### src/rtl/rp_8bit_itrace.sv
// Instruction trace capture: assembles fetched program words into 1- or 2-word AVR
// instructions and queues {pc, opcode, length} records on a valid/ready stream.
module rp_8bit_itrace #(
  parameter int unsigned PAW        = 11,
  parameter int unsigned FIFO_DEPTH = 4,
  parameter int unsigned CNT_W      = 16
) (
  input  logic             clk,
  input  logic             rst,
  input  logic             bus_vld,
  input  logic [PAW-1:0]   bus_adr,
  input  logic [15:0]      bus_dat,
  input  logic             bus_flush,
  output logic             trc_vld,
  input  logic             trc_rdy,
  output logic [PAW-1:0]   trc_pc,
  output logic [31:0]      trc_op,
  output logic             trc_len,
  output logic [CNT_W-1:0] ovf_cnt,
  output logic [CNT_W-1:0] seq_err
);

  localparam int unsigned AW = (FIFO_DEPTH > 2) ? $clog2(FIFO_DEPTH) : 1;
  localparam int unsigned RW = PAW + 33;
  localparam logic [AW:0] DepthCnt = (AW+1)'(FIFO_DEPTH);

  localparam logic [0:0] StFirst  = 1'b0;
  localparam logic [0:0] StSecond = 1'b1;

  logic [0:0]     state_q, state_d;
  logic [PAW-1:0] hold_pc_q, hold_pc_d;
  logic [15:0]    hold_op_q, hold_op_d;
  logic [PAW-1:0] hold_pc_inc;
  logic           is_two, held, push, seq_inc;
  logic [RW-1:0]  rec;

  assign hold_pc_inc = hold_pc_q + PAW'(1);
  // lds/sts and jmp/call carry a second opcode word
  assign is_two = (bus_dat[15:10] == 6'b100100 && bus_dat[3:0] == 4'b0000) ||
                  (bus_dat[15:9] == 7'b1001010 && bus_dat[3:2] == 2'b11);

  always_comb begin
    state_d   = state_q;
    hold_pc_d = hold_pc_q;
    hold_op_d = hold_op_q;
    push      = 1'b0;
    seq_inc   = 1'b0;
    rec       = '0;
    // A flush discards the held word before any same-cycle fetch is considered
    held      = (state_q == StSecond) && !bus_flush;
    if (bus_flush) state_d = StFirst;
    if (bus_vld) begin
      if (held && bus_adr == hold_pc_inc) begin
        push    = 1'b1;
        rec     = {hold_pc_q, bus_dat, hold_op_q, 1'b1};
        state_d = StFirst;
      end else begin
        seq_inc = held;
        if (is_two) begin
          state_d   = StSecond;
          hold_pc_d = bus_adr;
          hold_op_d = bus_dat;
        end else begin
          push    = 1'b1;
          rec     = {bus_adr, 16'h0000, bus_dat, 1'b0};
          state_d = StFirst;
        end
      end
    end
  end

  logic [RW-1:0] mem_q [FIFO_DEPTH];
  logic [AW-1:0] rd_ptr_q, rd_ptr_d, wr_ptr_q, wr_ptr_d;
  logic [AW:0]   cnt_q, cnt_d;
  logic [RW-1:0] out_q, out_d;
  logic          full, pop, fifo_wr, ovf_inc;

  assign full    = (cnt_q == DepthCnt);
  assign pop     = trc_vld && trc_rdy;
  assign fifo_wr = push && (!full || pop);
  assign ovf_inc = push && full && !pop;

  always_comb begin
    rd_ptr_d = pop ? rd_ptr_q + AW'(1) : rd_ptr_q;
    wr_ptr_d = fifo_wr ? wr_ptr_q + AW'(1) : wr_ptr_q;
    cnt_d    = cnt_q;
    if (fifo_wr && !pop) cnt_d = cnt_q + (AW+1)'(1);
    else if (!fifo_wr && pop) cnt_d = cnt_q - (AW+1)'(1);
    out_d = out_q;
    // Registered head; the incoming record bypasses memory when it becomes the head
    if (cnt_d != '0) begin
      out_d = (fifo_wr && rd_ptr_d == wr_ptr_q) ? rec : mem_q[rd_ptr_d];
    end
  end

  always_ff @(posedge clk) begin
    if (fifo_wr) mem_q[wr_ptr_q] <= rec;
  end

  always_ff @(posedge clk) begin
    if (rst) begin
      state_q   <= StFirst;
      hold_pc_q <= '0;
      hold_op_q <= '0;
      rd_ptr_q  <= '0;
      wr_ptr_q  <= '0;
      cnt_q     <= '0;
      out_q     <= '0;
      ovf_cnt   <= '0;
      seq_err   <= '0;
    end else begin
      state_q   <= state_d;
      hold_pc_q <= hold_pc_d;
      hold_op_q <= hold_op_d;
      rd_ptr_q  <= rd_ptr_d;
      wr_ptr_q  <= wr_ptr_d;
      cnt_q     <= cnt_d;
      out_q     <= out_d;
      if (ovf_inc && ovf_cnt != '1) ovf_cnt <= ovf_cnt + CNT_W'(1);
      if (seq_inc && seq_err != '1) seq_err <= seq_err + CNT_W'(1);
    end
  end

  assign trc_vld = (cnt_q != '0);
  assign trc_pc  = out_q[RW-1 -: PAW];
  assign trc_op  = out_q[32:1];
  assign trc_len = out_q[0];

endmodule

### config.mk
export PLATFORM = sky130hd
export DESIGN_NAME = rp_8bit_itrace
export DESIGN_NICKNAME = d
export VERILOG_FILES = /design/src/rtl/rp_8bit_itrace.sv
export SDC_FILE = /design/constraint.sdc
export NUM_CORES = 1
export LEC_CHECK = 0
export CORE_MARGIN = 5
export CORE_UTILIZATION = 45
export DETAILED_ROUTE_END_ITERATION = 12
export GPL_ROUTABILITY_DRIVEN = 0
export GPL_TIMING_DRIVEN = 0
export PLACE_DENSITY_LB_ADDON = 0.05
export SYNTH_ARGS = -nofsm -noshare
export SYNTH_HDL_FRONTEND = slang
export SYNTH_SLANG_ARGS = --single-unit
### constraint.sdc
create_clock -name clk -period 5.8 [get_ports clk]
set_clock_uncertainty 0.05 [all_clocks]
set_input_delay 1.74 -clock clk [delete_from_list [all_inputs] [get_ports clk]]
set_output_delay 1.74 -clock clk [all_outputs]
set_load 0.03 [all_outputs]
# Word level (Yosys, flattened, before mapping)
# Memories as Yosys holds them, arrays and structs flattened. A register that Yosys moved wholly into a read port is not among the register bits.
# Index checks and enable logic that the tools add are counted.
classes:
  bitwise: 1
  n_eq_ne: 7
  add_sub_neg: 7
  n_reduce_logical: 23
  mux: 17
op_table:
  columns: ["cell", "n"]
  rows:
  - ["$mux W44", 3]
  - ["$add A16 B1 Y16 const B", 2]
  - ["$ne A16 B16 Y1 const B", 2]
  - ["$logic_and A1 B1 Y1", 12]
  - ["$add A11 B1 Y11 const B", 1]
  - ["$eq A11 B11 Y1", 1]
  - ["$mux W1", 11]
  - ["$eq A7 B7 Y1 const B", 1]
  - ["$eq A6 B6 Y1 const B", 1]
  - ["$mux W3", 2]
  - ["$reduce_bool A3 Y1", 2]
  - ["$add A2 B1 Y2 const B", 2]
  - ["$logic_not A1 Y1", 4]
  - ["$logic_not A4 Y1", 1]
  - ["$add A3 B1 Y3 const B", 1]
  - ["$eq A3 B3 Y1 const B", 1]
  - ["$reduce_and A3 Y1", 1]
  - ["$sub A3 B1 Y3 const B", 1]
  - ["$eq A2 B2 Y1 const B", 1]
  - ["$logic_or A1 B1 Y1", 2]
  - ["$mux W2", 1]
  - ["$reduce_bool A2 Y1", 1]
  - ["$not A1 Y1", 1]
totals:
  inputBits: 32
  out_inout_bits: 77
  ram_bits: 176
  reg_bits: 67
  elab_cells: 64
  memories: 1
mem_list:
  columns: ["name", "depth", "word_bits", "rd", "rd_clocked_by_memory_dff", "wr", "line_no", "rtl"]
  rows:
  - ["mem_q", 4, 44, 1, 1, 1, "72", "logic [RW-1:0] mem_q [FIFO_DEPTH];"]

# Logic depth before layout (Yosys ltp)
logic_depth:
  word_depth: 12
  ltp_mapped: 13
  ltp_nobuf: 11

# Worst setup path after synthesis
# Ideal clock, no wire load.
synth_timing:
  path_type: "input -> register"
  start: "input port bus_adr[7]"
  end: "memory mem_q[0][0] in the netlist's numbering, enable pin"
  t_arrival_ns: 4.326
  required_time_ns: 5.344
  stages: 8
  n_path_buf: 2
  setup_time_ns: 0.406
  setup_slack_ns: 1.018
  path_cell_list: "xnor2_1 -> nor4b_1 -> o211ai_1 -> a32oi_2 -> a31o_1 -> buf_6 -> clkbuf_1 -> and3_1"
synth_via:
  elab_chain_cells: 7
synth_lines:
  columns: ["element", "line_no", "rtl"]
  rows:
  - ["from (decl)", "11", "input logic [PAW-1:0] bus_adr,"]
  - ["$eq A11 B11 Y1", "53", "if (held && bus_adr == hold_pc_inc) begin"]
  - ["$logic_and A1 B1 Y1", "53", null]
  - ["$mux W1", "53", null]
  - ["$mux W1", "52", "if (bus_vld) begin"]
  - ["$logic_and A1 B1 Y1", "80", "assign fifo_wr = push && (!full || pop);"]
  - ["$mux W1", "97", "if (fifo_wr) mem_q[wr_ptr_q] <= rec;"]
  - ["$mux W1 (implied by the code)", "97", null]
  - ["to (decl)", "72", null]
# No other way between the ends.

# Final worst setup path
layout_timing:
  start: "input port bus_dat[12]"
  end: "register out_q[32] (read register of mem_q)"
layout_via:
  elab_chain_cells: 12
  word_cells_on_any_way: 15
  classes_between: "eq/ne: 2; mux: 5; reduce/logical: 8"
layout_lines:
  columns: ["element", "line_no", "rtl"]
  rows:
  - ["from (decl)", "12", "input logic [15:0] bus_dat,"]
  - ["$eq A7 B7 Y1 or $eq A6 B6 Y1 (tied branches)", "40, 39", null]
  - ["$logic_and A1 B1 Y1, on equally long branches", "40, 39", null]
  - ["$logic_or A1 B1 Y1 *", "39", "assign is_two = (bus_dat[15:10] == 6'b100100 && bus_dat[3:0] == 4'b0000) ||"]
  - ["$mux W1 *", "59", "if (is_two) begin"]
  - ["$mux W1 *", "53", null]
  - ["$mux W1 *", "52", null]
  - ["$logic_and A1 B1 Y1 *", "80", null]
  - ["$logic_not A1 Y1", "88", "else if (!fifo_wr && pop) cnt_d = cnt_q - (AW+1)'(1);"]
  - ["$logic_and A1 B1 Y1", "88", null]
  - ["$mux W3", "88", null]
  - ["$mux W3 *", "87", "if (fifo_wr && !pop) cnt_d = cnt_q + (AW+1)'(1);"]
  - ["$reduce_bool A3 Y1 *", "91", "if (cnt_d != '0) begin"]
  - ["to (decl)", "75", "logic [RW-1:0] out_q, out_d;"]
# Mark *: on every way between the ends. The rest lies on a longest branch, timed or not.
# A chain may end at the register's enable or synchronous reset.

==> metrics.md <==
| Metric | Value |
|---|---|
| Outcome | finished clean |
| Worst Path Required | 6.18 ns |
| Max capacitance violation total | 0 |
| Worst-Skew Late Latency | ~0.55 ns |
| Synth Instances | 943 |
| Net count reported at finish | between 1000 and 1500 |
| Number of enable-type register cells in the synthesized netlist | 176 |
| Tmin final | 5.12 ns |
| Pin count of the biggest net entering global routing | 32 |
| Antenna viol nets, final | 0 |
| Worst setup path class | in2reg |
| Vias in the first global route | 8155 |
| Peak supply drop | ~0.21 mV |
| Grt total ovfl | 0 |
| Count of filler cells inserted in the layout | ~2400 |
| Starting density of the core | between 40% and 50% |
| Inserted Clock Buffers | 30 |
| Worst slew margin | between 20% and 30% |
| Routed vias/inst | roughly 5.5 |
| Period utilization | between 80% and 90% |
| Transition time of the tightest slew-check pin | approximately 1.1 ns |
| Depth of the worst register-to-register path | 10 |
| Worst hold path type | reg2reg |
| Detailed-route wire length per cell | 20.3 um |
| Commonest cells in the netlist | 176 x sky130_fd_sc_hd__edfxtp_1, 111 x sky130_fd_sc_hd__dfxtp_1, 76 x sky130_fd_sc_hd__nand2_1 |
| First-pass GRT wire length | between 40000 and 50000 um |
| Most frequently used flop master after synthesis | sky130_fd_sc_hd__edfxtp_1 |
| Hold buffer count at CTS | 0 |
| Core box area | 0.0276 mm2 |
| Count of endpoints failing setup in the final report | 0 |
| Violation count after the first detailed-route iteration | roughly 440 |
| HPWL Detailed | between 20000 and 25000 um |
| Worst EP arrival | about 5.5 ns |
| Most prevalent standard cell on the critical path | sky130_fd_sc_hd__clkbuf_1 |
| Element type at the critical path start | input port |
| Clock net sink count | approximately 290 |
| Mean instance size in the synthesized netlist | approximately 13 um2 |
| Synth Cell Area | 0.0125 mm2 |
| Pleak | between 5 and 6 nW |
| Power per standard cell area | around 450 mW/mm2 |
| Max clock buf depth | 3 |
| Number of gates resized after cts | 0 |
| Vias post-DR | slightly above 8000 |
| Setup crit end kind | flip-flop |
| Synthesized net count | between 900 and 1000 |
| Unique masters post-synth | 57 |
| # port buffers | between 100 and 150 |
| Die Span X | about 180 um |
| Yosys top cell area share | a little over two fifths |
| Antenna cell count | 0 |
| WHS | approximately 0.40 ns |
| Total Routing Usage GR | between 10% and 20% |
| Synthesis-to-layout area growth | 20.7% |
| Critical Path Fanout Max | 10 |
| Die Y-Extent | 177 um |
| Full die area | roughly 0.031 mm2 |
| Final number of hold-violating endpoints | 0 |
| Number of synthesized register bits | 287 |
| RSZ-0062 raised after global routing | no |
| Routed wire length | approximately 30000 um |
| Series of cell instances along the critical path | clkdlybuf4s50_1 > nor4b_1 > nand2_1 > a211oi_1 > nor2_1 > a31o_1 > buf_6 > nand3b_1 > a21o_1 > clkbuf_1 > clkbuf_1 > a41o_1 > a21oi_2 |
| CTS tree | built |
| H-tree level count | 1 |
| Power consumption | between 6 and 7 mW |
| Layout cell share with drive strength beyond 1 | between 10% and 20% |
| Layout Utilization | a little over half |
| Delay of the slowest cell on the worst path | 0.64 ns |
| Clock transition at path regs | ~0.060 ns |
| Number of placed I/O pins | between 100 and 150 |
| Top post-synthesis cells by area | sky130_fd_sc_hd__edfxtp_1 42%, sky130_fd_sc_hd__dfxtp_1 18%, sky130_fd_sc_hd__mux4_2 7.9%, sky130_fd_sc_hd__mux2i_1 3.7%, sky130_fd_sc_hd__a41o_1 3.4% |
| Post-CTS setup repair buffer count | 0 |
| Cell with the biggest individual delay on the critical path | sky130_fd_sc_hd__a211oi_1 |
| Worst hold path depth | 2 |
| Pins over their slew limit | 0 |
| Max Fclk | around 200 MHz |
| Most used standard cell by instance count after synthesis | sky130_fd_sc_hd__edfxtp_1 |
| Length of the first detailed-routing pass in iterations | 5 |
| Async SR Flop Fraction | 0% |
| Cell type with the largest total area after synthesis | sky130_fd_sc_hd__edfxtp_1 |
| Final total negative setup slack | 0 ns |
| Row Count | 61 |
| Fraction of the yosys area taken by sequential cells | 59.8% |
| Initial antenna violation count | 0 |
| Root buffer cell | sky130_fd_sc_hd__clkbuf_16 |
| Detailed-route DRC error count | 0 |
| Total of warnings raised by yosys | 0 |
==> worst max-delay path, delay by kind of cell <==
family / cells / cell delay (ns)
buffers and inverters: 4 / 1.76
AND/OR/NAND/NOR: 4 / 0.69
AO/OA/AOI/OAI: 5 / 1.29
==> sequential cells by signal, indices dropped and copies added, names as in the netlist <==
name and count:
mem_q 176, out_q 44, hold_op_q 16, ovf_cnt 16, seq_err 16, hold_pc_q 11
cnt_q 3, rd_ptr_q 2, wr_ptr_q 2, state_q 1
==> power by group <==
part	switching [mW]	total, mW	internal (mW)
Clock	0.774	1.86	1.09
Combinational	1.34	2.43	1.09
Sequential	0.0899	2.47	2.38
==> stage by stage <==
step / area, um2 / worst slack, ns / instances
6_report: 15100 / 0.680 / 1488
5_1_grt: 15100 / 0.511 / 1488
4_1_cts: 15100 / 0.762 / 1488
3_5_place_dp: 14200 / 0.214 / 1432
3_3_place_gp: 14100 / -0.907 / 1428
2_1_floorplan: 12500 / 1.02 / 943
==> layout by cell type, fill, tap and decap left out, types with 21 or more instances in the layout <==
cell type / netlist / routed
sky130_fd_sc_hd__a21oi_1: 38 / 38
sky130_fd_sc_hd__a21oi_2: 40 / 40
sky130_fd_sc_hd__a22o_1: 26 / 26
sky130_fd_sc_hd__a41o_1: 42 / 42
sky130_fd_sc_hd__clkbuf_1: 43 / 53
sky130_fd_sc_hd__clkbuf_16: 0 / 32
sky130_fd_sc_hd__clkdlybuf4s50_1: 0 / 107
sky130_fd_sc_hd__dfxtp_1: 111 / 111
sky130_fd_sc_hd__edfxtp_1: 176 / 176
sky130_fd_sc_hd__inv_1: 54 / 54
sky130_fd_sc_hd__mux2i_1: 47 / 47
sky130_fd_sc_hd__mux4_2: 44 / 44
sky130_fd_sc_hd__nand2_1: 76 / 76
sky130_fd_sc_hd__nor2_1: 43 / 43
sky130_fd_sc_hd__xnor2_1: 21 / 21
==> kinds of logic after synthesis <==
logic type / synth area share [%]
buf+inv: 4.04
fa+ha+maj: 0.997
mux: 11.9
flops: 59.8
xor+xnor: 2.57
simple gates: 8.79
compound gates: 11.8
==> routing by layer <==
metal,share of wire [%],vias to the layer above,track usage (%)
met5,0,-,0
met4,1.3,0,3.35
met3,5.0,32,3.03
met2,47,196,31.4
met1,46,4056,27.9
li1,-,3850,-
==> worst paths after layout <==
path                     start      endpoint  slack, ns
hold reg to reg   hold_op_q[7]  hold_op_q[7]       0.40
hold / removal    hold_op_q[7]  hold_op_q[7]       0.40
setup reg to reg  hold_pc_q[0]  mem_q[2][40]       1.84
setup / recovery   bus_dat[12]     out_q[32]       0.68
==> layout make-up <==
cell class	count	area (um2)	area share, %
Buffer	60	304	2.01
Timing Repair Buffer	111	1160	7.65
Clock inverter	11	76.3	0.504
Tap cell	378	473	3.12
Sequential cell	287	7510	49.6
Clock buffer	45	880	5.81
Multi-Input combinational cell	542	4540	30.0
Inverter	54	203	1.34
(Power assumes the default switching activity.)
